### config.mk
export PLATFORM = sky130hd
export DESIGN_NAME = term_accumulator
export DESIGN_NICKNAME = d
export VERILOG_FILES = /design/src/rtl/term_accumulator.sv
export SDC_FILE = /design/constraint.sdc
export NUM_CORES = 1
export LEC_CHECK = 0
export CAP_MARGIN = 20
export CORE_UTILIZATION = 58
export CTS_CLUSTER_SIZE = 16
export DETAILED_ROUTE_END_ITERATION = 8
export GPL_TIMING_DRIVEN = 0
export HOLD_SLACK_MARGIN = 0.1
export PLACE_DENSITY = 0.78
export SLEW_MARGIN = 20
export SYNTH_ARGS = -nofsm -noshare
export SYNTH_HDL_FRONTEND = slang
export SYNTH_SLANG_ARGS = --single-unit
### constraint.sdc
create_clock -name clk -period 10.2 [get_ports clk]
set_input_delay 3.06 -clock clk [delete_from_list [all_inputs] [get_ports clk]]
set_output_delay 3.06 -clock clk [all_outputs]
set_load 0.05 [all_outputs]
### src/rtl/term_accumulator.sv
// term_accumulator: running saturating sum of three signed fixed-point terms,
// converted to IEEE-754 single precision on READ.
module term_accumulator #(
    parameter int TERM_WIDTH     = 22,
    parameter int FRAC_BITS      = 20,
    parameter int ACC_WIDTH      = 32,
    parameter int FLT_DATA_WIDTH = 32,
    parameter int N_WIDTH        = 2
) (
    input  logic                         clk,
    input  logic                         rst,
    input  logic                         clk_en,
    input  logic                         start,
    input  logic [N_WIDTH-1:0]           n,
    input  logic signed [TERM_WIDTH-1:0] term_one,
    input  logic signed [TERM_WIDTH-1:0] term_two,
    input  logic signed [TERM_WIDTH-1:0] term_three,
    output logic                         done,
    output logic [FLT_DATA_WIDTH-1:0]    result
);

    localparam int SW      = ACC_WIDTH + 2;
    localparam int CW      = $clog2(ACC_WIDTH);
    localparam int MANT_W  = 23;
    localparam int EXP_W   = 8;
    localparam int EXP_OFF = 127 + ACC_WIDTH - 2 - FRAC_BITS;

    localparam logic [N_WIDTH-1:0] CMD_CLEAR = N_WIDTH'(0);
    localparam logic [N_WIDTH-1:0] CMD_GO    = N_WIDTH'(1);
    localparam logic [N_WIDTH-1:0] CMD_READ  = N_WIDTH'(2);

    // Symmetric clamp range keeps |acc| representable in ACC_WIDTH-1 bits.
    localparam logic signed [SW-1:0] SAT_MAX =
        {{(SW-ACC_WIDTH+1){1'b0}}, {(ACC_WIDTH-1){1'b1}}};
    localparam logic signed [SW-1:0] SAT_MIN = -SAT_MAX;

    typedef enum logic [2:0] {
        IDLE,
        ACCUM,
        ABS,
        NORM,
        PACK,
        DONE
    } state_t;

    state_t                        state_q;
    logic signed [ACC_WIDTH-1:0]   acc_q;
    logic signed [ACC_WIDTH-1:0]   w_q;
    logic signed [TERM_WIDTH-1:0]  t1_q;
    logic signed [TERM_WIDTH-1:0]  t2_q;
    logic signed [TERM_WIDTH-1:0]  t3_q;
    logic                          sign_q;
    logic [ACC_WIDTH-1:0]          mag_q;
    logic [CW-1:0]                 c_q;
    logic                          done_q;
    logic [FLT_DATA_WIDTH-1:0]     result_q;

    logic signed [SW-1:0]          term_sum;
    logic signed [SW-1:0]          acc_sum;
    logic signed [ACC_WIDTH-1:0]   acc_d;
    logic [ACC_WIDTH-1:0]          w_abs;
    logic [EXP_W-1:0]              exp_d;
    logic [FLT_DATA_WIDTH-1:0]     result_d;

    // Saturating next accumulator, magnitude of the read snapshot, float packing.
    always_comb begin
        term_sum = SW'(t1_q) + SW'(t2_q) + SW'(t3_q);
        acc_sum  = SW'(acc_q) + term_sum;
        if (acc_sum > SAT_MAX) begin
            acc_d = ACC_WIDTH'(SAT_MAX);
        end else if (acc_sum < SAT_MIN) begin
            acc_d = ACC_WIDTH'(SAT_MIN);
        end else begin
            acc_d = ACC_WIDTH'(acc_sum);
        end
        w_abs    = w_q[ACC_WIDTH-1] ? ACC_WIDTH'(-w_q) : ACC_WIDTH'(w_q);
        exp_d    = EXP_W'(EXP_OFF) - EXP_W'(c_q);
        result_d = {sign_q, exp_d, mag_q[ACC_WIDTH-3 -: MANT_W]};
    end

    // Command FSM with registered done/result; clk_en stalls everything.
    always_ff @(posedge clk) begin
        if (rst) begin
            state_q  <= IDLE;
            acc_q    <= '0;
            w_q      <= '0;
            t1_q     <= '0;
            t2_q     <= '0;
            t3_q     <= '0;
            sign_q   <= 1'b0;
            mag_q    <= '0;
            c_q      <= '0;
            done_q   <= 1'b0;
            result_q <= '0;
        end else if (clk_en) begin
            unique case (state_q)
                IDLE: begin
                    done_q <= 1'b0;
                    if (start) begin
                        if (n == CMD_CLEAR) begin
                            acc_q   <= '0;
                            state_q <= DONE;
                        end else if (n == CMD_GO) begin
                            t1_q    <= term_one;
                            t2_q    <= term_two;
                            t3_q    <= term_three;
                            state_q <= ACCUM;
                        end else if (n == CMD_READ) begin
                            w_q     <= acc_q;
                            state_q <= ABS;
                        end else begin
                            state_q <= DONE;
                        end
                    end
                end
                ACCUM: begin
                    acc_q   <= acc_d;
                    state_q <= DONE;
                end
                ABS: begin
                    sign_q  <= w_q[ACC_WIDTH-1];
                    mag_q   <= w_abs;
                    c_q     <= '0;
                    state_q <= (w_abs == '0) ? PACK : NORM;
                end
                NORM: begin
                    if (mag_q[ACC_WIDTH-2]) begin
                        state_q <= PACK;
                    end else begin
                        mag_q <= mag_q << 1;
                        c_q   <= c_q + CW'(1);
                    end
                end
                PACK: begin
                    result_q <= (mag_q == '0) ? '0 : result_d;
                    state_q  <= DONE;
                end
                DONE: begin
                    done_q  <= 1'b1;
                    state_q <= IDLE;
                end
                default: begin
                    state_q <= IDLE;
                end
            endcase
        end
    end

    assign done   = done_q;
    assign result = result_q;

endmodule

Yosys cells after proc, flatten, opt, wreduce, memory -nomap -nowiden
Index checks and enable logic that the tools add are counted.
{ "totals": {"inputBits": 72, "output_inout_bits": 33, "reg_bits": 204} }
{ "classes": {"reduce_logical": 17, "order_cmp": 2, "add_sub_neg": 6, "muxes": 19, "n_bitwise": 2, "eq_ne": 11} }
{ "ops": {"columns": ["operator", "n"], "rows": [
  ["two-way mux 32 bit", 7],
  ["one-hot mux 32 bit (2 select lines)", 2],
  ["logical NOT 32 bit", 2],
  ["adder 32 x 24 -> 33 bit", 1],
  ["greater-than comparator 33 x 32 -> 1 bit, second input constant", 1],
  ["less-than comparator 33 x 32 -> 1 bit, second input constant", 1],
  ["negation 32 bit", 1],
  ["adder 23 x 22 -> 24 bit", 1],
  ["adder 22 x 22 -> 23 bit", 1],
  ["two-way mux 3 bit", 6],
  ["one-hot mux 3 bit (4 select lines)", 1],
  ["one-hot mux 5 bit (2 select lines)", 1],
  ["inequality test 2 bit, second input constant", 4],
  ["AND reduction 2 bit", 4],
  ["subtractor 8 x 5 -> 8 bit, first input constant", 1],
  ["equality test 3 x 2 -> 1 bit, second input constant", 2],
  ["equality test 3 bit, second input constant", 2],
  ["AND reduction 3 bit", 2],
  ["AND reduction 6 bit", 1],
  ["nonzero test 2 bit", 3],
  ["adder 5 x 1 -> 5 bit, second input constant", 1],
  ["two-way mux 5 bit", 1],
  ["AND reduction 5 bit", 1],
  ["AND reduction 4 bit", 1],
  ["8 further kinds", 9]
]} }

Longest topological paths before layout
{ "depth": {"depth_word": 7, "depth_mapped": 18} }

Worst setup path after synthesis
Ideal clock, no wire load.
{ "synth_timing": {"path_kind": "in2reg", "from": "in n[0]", "to": "reg acc_q[11]", "cell_stages": 9, "setup_time_ns": 0.086, "slack_ns": 5.601, "t_arrival_ns": 4.514, "required_ns": 10.114, "path_cell_list": "inv_1 ha_1 a21oi_1 or3_1 clkbuf_1 clkbuf_1 clkbuf_1 a21oi_1 a211oi_1"} }
{ "synth_between": {"elab_chain_len": 3} }
{ "synth_rtl": {"columns": ["element", "line", "text"], "rows": [
  ["start: declaration", "14", "input logic [N_WIDTH-1:0] n,"],
  ["logical NOT 2 bit", "100", "if (n == CMD_CLEAR) begin"],
  ["inequality test 2 bit (no line)", null, null],
  ["AND reduction 4 bit (no line)", null, null],
  ["end signal: assignment", "85", "acc_q <= '0;"],
  ["end signal: assignment", "101", "acc_q <= '0;"],
  ["end signal: assignment", "117", "acc_q <= acc_d;"],
  ["end: declaration", "47", "logic signed [ACC_WIDTH-1:0] acc_q;"]
]} }
Every way passes these cells.
A chain may end at the register's enable or synchronous reset.

Final worst setup path
{ "layout_timing": {"from": "reg acc_q[1]", "to": "reg acc_q[4]"} }
{ "layout_between": {"elab_chain_len": 5, "elab_cells_between_ends": 6, "classes_between": "add/sub (1); order compare (2); mux (3)"} }
{ "layout_rtl": {"columns": ["element", "line", "text"], "rows": [
  ["adder 32 x 24 -> 33 bit *", "68", "acc_sum = SW'(acc_q) + term_sum;"],
  ["less-than comparator 33 x 32 -> 1 bit", "71", "end else if (acc_sum < SAT_MIN) begin"],
  ["two-way mux 32 bit", "71", null],
  ["two-way mux 32 bit *", "69", "if (acc_sum > SAT_MAX) begin"],
  ["one-hot mux 32 bit (2 select lines) *", "96", "unique case (state_q)"]
]} }
Mark *: on every way between the ends. The rest lies on a longest branch, timed or not.

==> flow_summary.yaml <==
final_layout:
  layout.nets: 2019
  fin_util_pct: 69.4
  area_growth_pct: 15.9
  final_cell_count_no_fill: 2138
  antenna_cells: 0
  final_layout_size_suffix_gt1_share_pct: 3.88
floorplanning:
  die_y_um: 153
  row_count: 54
  start_util_pct: 59.9
  ios: 105
  chipWidth_um: 153
  die_area_mm2: 0.0233
  core_area_mm2: 0.0220
hold_path:
  min_path_type: "reg2reg"
route:
  postRouteWirelength_mm: 39.1
  antenna_left: 0
  drt_iter0_markers: 1051
  drc: 0
  viasPerCell: 5.94
  firstDrtPassIters: 8
  num_vias: 12690
  wire_per_inst_um: 18.3
setup_path:
  cp_top_family: "simple AND/OR/NAND/NOR gates"
  required_ns: 10.56
  setup.worst_path.class: "reg2reg"
  slowest_stage: "nor4b_1"
  path_cells: "inv_1 > fa_1 > fa_1 > inv_1 > ha_1 > inv_1 > fa_1 > xnor2_1 > nor4b_1 > o21ai_0 > or4_1 > a2111o_1 > and4bb_1 > nand4b_1 > o21ai_2 > buf_4 > a211oi_1"
  critPathBufInv: 4
  reg2reg_slack_ns: 4.44
  crit_path_max_fanout: 10
  worstSetupStartpointType: "flip-flop"
  endpoint_kind: "flip-flop"
  cp.arrival_ns: 6.13
  critPathMaxStageDelay_ns: 0.83
logic_synthesis:
  synthTopCellsByCount: "nand2_1, a21oi_1, dfxtp_1"
  synth_top_area_share_pct: 31.0
  ys_ff_latch: 204
  synth_area_mm2: 0.0132
  synthTopCellsByArea: "dfxtp_1, nand2_1, fa_1"
  ys_seq_area_share_pct: 31.0
  yosysWarningCount: 0
  synth_cell_types: 80
  synth_enable_flop_cells: 0
  synth.most_common_cell: "nand2_1"
  synth_top_flop_cell: "dfxtp_1"
  syn_area_per_cell_um2: 7.69
  synthCells: 1715
  synth_nets: 1891
  synth_top_cell_by_area: "dfxtp_1"
  async_reset_ff_share_pct: 0
sta:
  maxSlewViolCount: 0
  hold_viol: 0
  fmax_ghz: 0.174
  tightest_slew_ns: 0.966
  fin_skew_ns: 0.0187
  slew_headroom_pct: 34.7
  period_share_pct: 56.5
  rsz0062_at_grt: "no"
  finalWorstSetupSlack_ns: 4.44
  fin_crit_ns: 5.76
  finalSetupViolCount: 0
  setup_tns_ns: 0
clocking:
  cts_tree: "yes"
  clockBufferDepth: 3
  insertion_delay_ns: 0.51
  path_clk_slew_ns: 0.07
  cts-buffers-inserted: 23
  cts.repair.resized: 0
  cts_root_buffer: "clkbuf_16"
  clock_sinks: 204
  htree_levels: 1
  cts_setup_buffers: 0
  postCtsHoldBufs: 0
power_and_ir_drop:
  powerDensity_mw_per_mm2: 118
  finalPower_mw: 1.80
  power_leakage_nw: 5.70
  vdd_ir_drop_max_mv: 0.116
global_route:
  grt_use_met3_pct: 6.20
  grt_use_met2_pct: 55.7
  grt.total_usage_pct: 34.0
  busiest_layer: "met2"
  grt_antenna_before_repair: 0
  grt_pass1_wl_mm: 63.6
  grt_overflow: 0
  grt_pass1_vias: 12009
  grt_max_degree: 15
  grt_use_met1_pct: 45.8
placed_design:
  dpl.cell_count: 2098
  pre_cts_ws_ns: 4.26
  dp_hpwl_mm: 30.9
  port_buffers: 103
  gp_routability_congestion: 0.944
flow_run:
  cap_violations: 0
outcome:
  outcome: "finished, final reports clean"
==> layout make-up <==
cell class	count	area [um2]
plain buffers	116	477
repair buffers	103	1030
clock buffers	28	614
clock inverters	12	100
flip-flops and latches	204	4080
well taps	280	350
fillers	1909	6740
multi-input cells	1233	8020
inverters	162	608
==> sequential cells by signal (all words and copies together), names as in the netlist <==
register	cells
done	1
c_q	5
mag_q	32
state_q	3
sign_q	1
t1_q	22
w_q	32
acc_q	32
t3_q	22
result	32
t2_q	22
==> layout by cell type (no fill, tap or decap), drive strengths merged, types with 9 or more instances in the layout <==
cell type / synthesis / routed
nand2: 342 / 342
a21oi: 223 / 223
dfxtp: 204 / 204
inv: 162 / 162
clkbuf: 97 / 125
clkdlybuf4s50: 0 / 103
nor2: 83 / 83
fa: 64 / 64
o21ai: 50 / 50
ha: 40 / 40
a211oi: 34 / 34
xnor2: 33 / 33
nor3: 29 / 29
xor2: 28 / 28
nand3: 26 / 26
a221oi: 20 / 20
nor4: 20 / 20
buf: 19 / 19
nand4: 17 / 17
a31oi: 17 / 17
a21o: 16 / 16
and3: 14 / 14
o31ai: 14 / 14
or3: 12 / 12
or4: 10 / 10
o21bai: 9 / 9
==> worst reg2reg max path, stage by stage, from the launching register on <==
cell and delay, ns:
dfxtp_1 0.38, inv_1 0.10, fa_1 0.57, fa_1 0.41, inv_1 0.06, ha_1 0.20
inv_1 0.07, fa_1 0.39, xnor2_1 0.22, nor4b_1 0.84, o21ai_0 0.19, or4_1 0.56
a2111o_1 0.35, and4bb_1 0.29, nand4b_1 0.13, o21ai_2 0.48, buf_4 0.29, a211oi_1 0.09
==> metal layers <==
metal  share of wire (%)  wire (um)
met1                  43      16900
met4                 2.8       1120
met5                   0          0
met3                 8.0       3150
met2                  46      18000
==> kinds of logic after synthesis <==
logic type	Yosys count	synth area share, %
adders and majority gates	107	13.7
DFF	204	31.0
muxes	8	0.655
buffers and inverters	278	8.23
AOI/OAI and AO/OA	455	21.7
and+or+nand+nor	602	20.7
xor gates and xnor gates	61	4.05
==> report_power, final <==
part           switching (mW)  internal [mW]
sequential            0.00640          0.805
combinational           0.125         0.0772
clock                   0.335          0.454
==> worst paths after layout <==
| check | from | endpoint | cells after the start |
|---|---|---|---|
| min reg2reg | t3_q[12]$_SDFFE_PP0P_ | t3_q[12]$_SDFFE_PP0P_ | 2 |
| max | acc_q[1]$_SDFFE_PP0P_ | acc_q[4]$_SDFFE_PP0P_ | 17 |
| min | t3_q[12]$_SDFFE_PP0P_ | t3_q[12]$_SDFFE_PP0P_ | 2 |
| max reg2reg | acc_q[1]$_SDFFE_PP0P_ | acc_q[4]$_SDFFE_PP0P_ | 17 |
==> through the flow <==
stage	instance area, um2	hold slack, ns
finish	15300	0.451
floorplan	13200	0.436
global placement	14600	0.442
CTS	15300	0.453
detailed placement	14600	0.446
global route	15300	0.469
No activity file was read; power rests on OpenSTA's default activity.
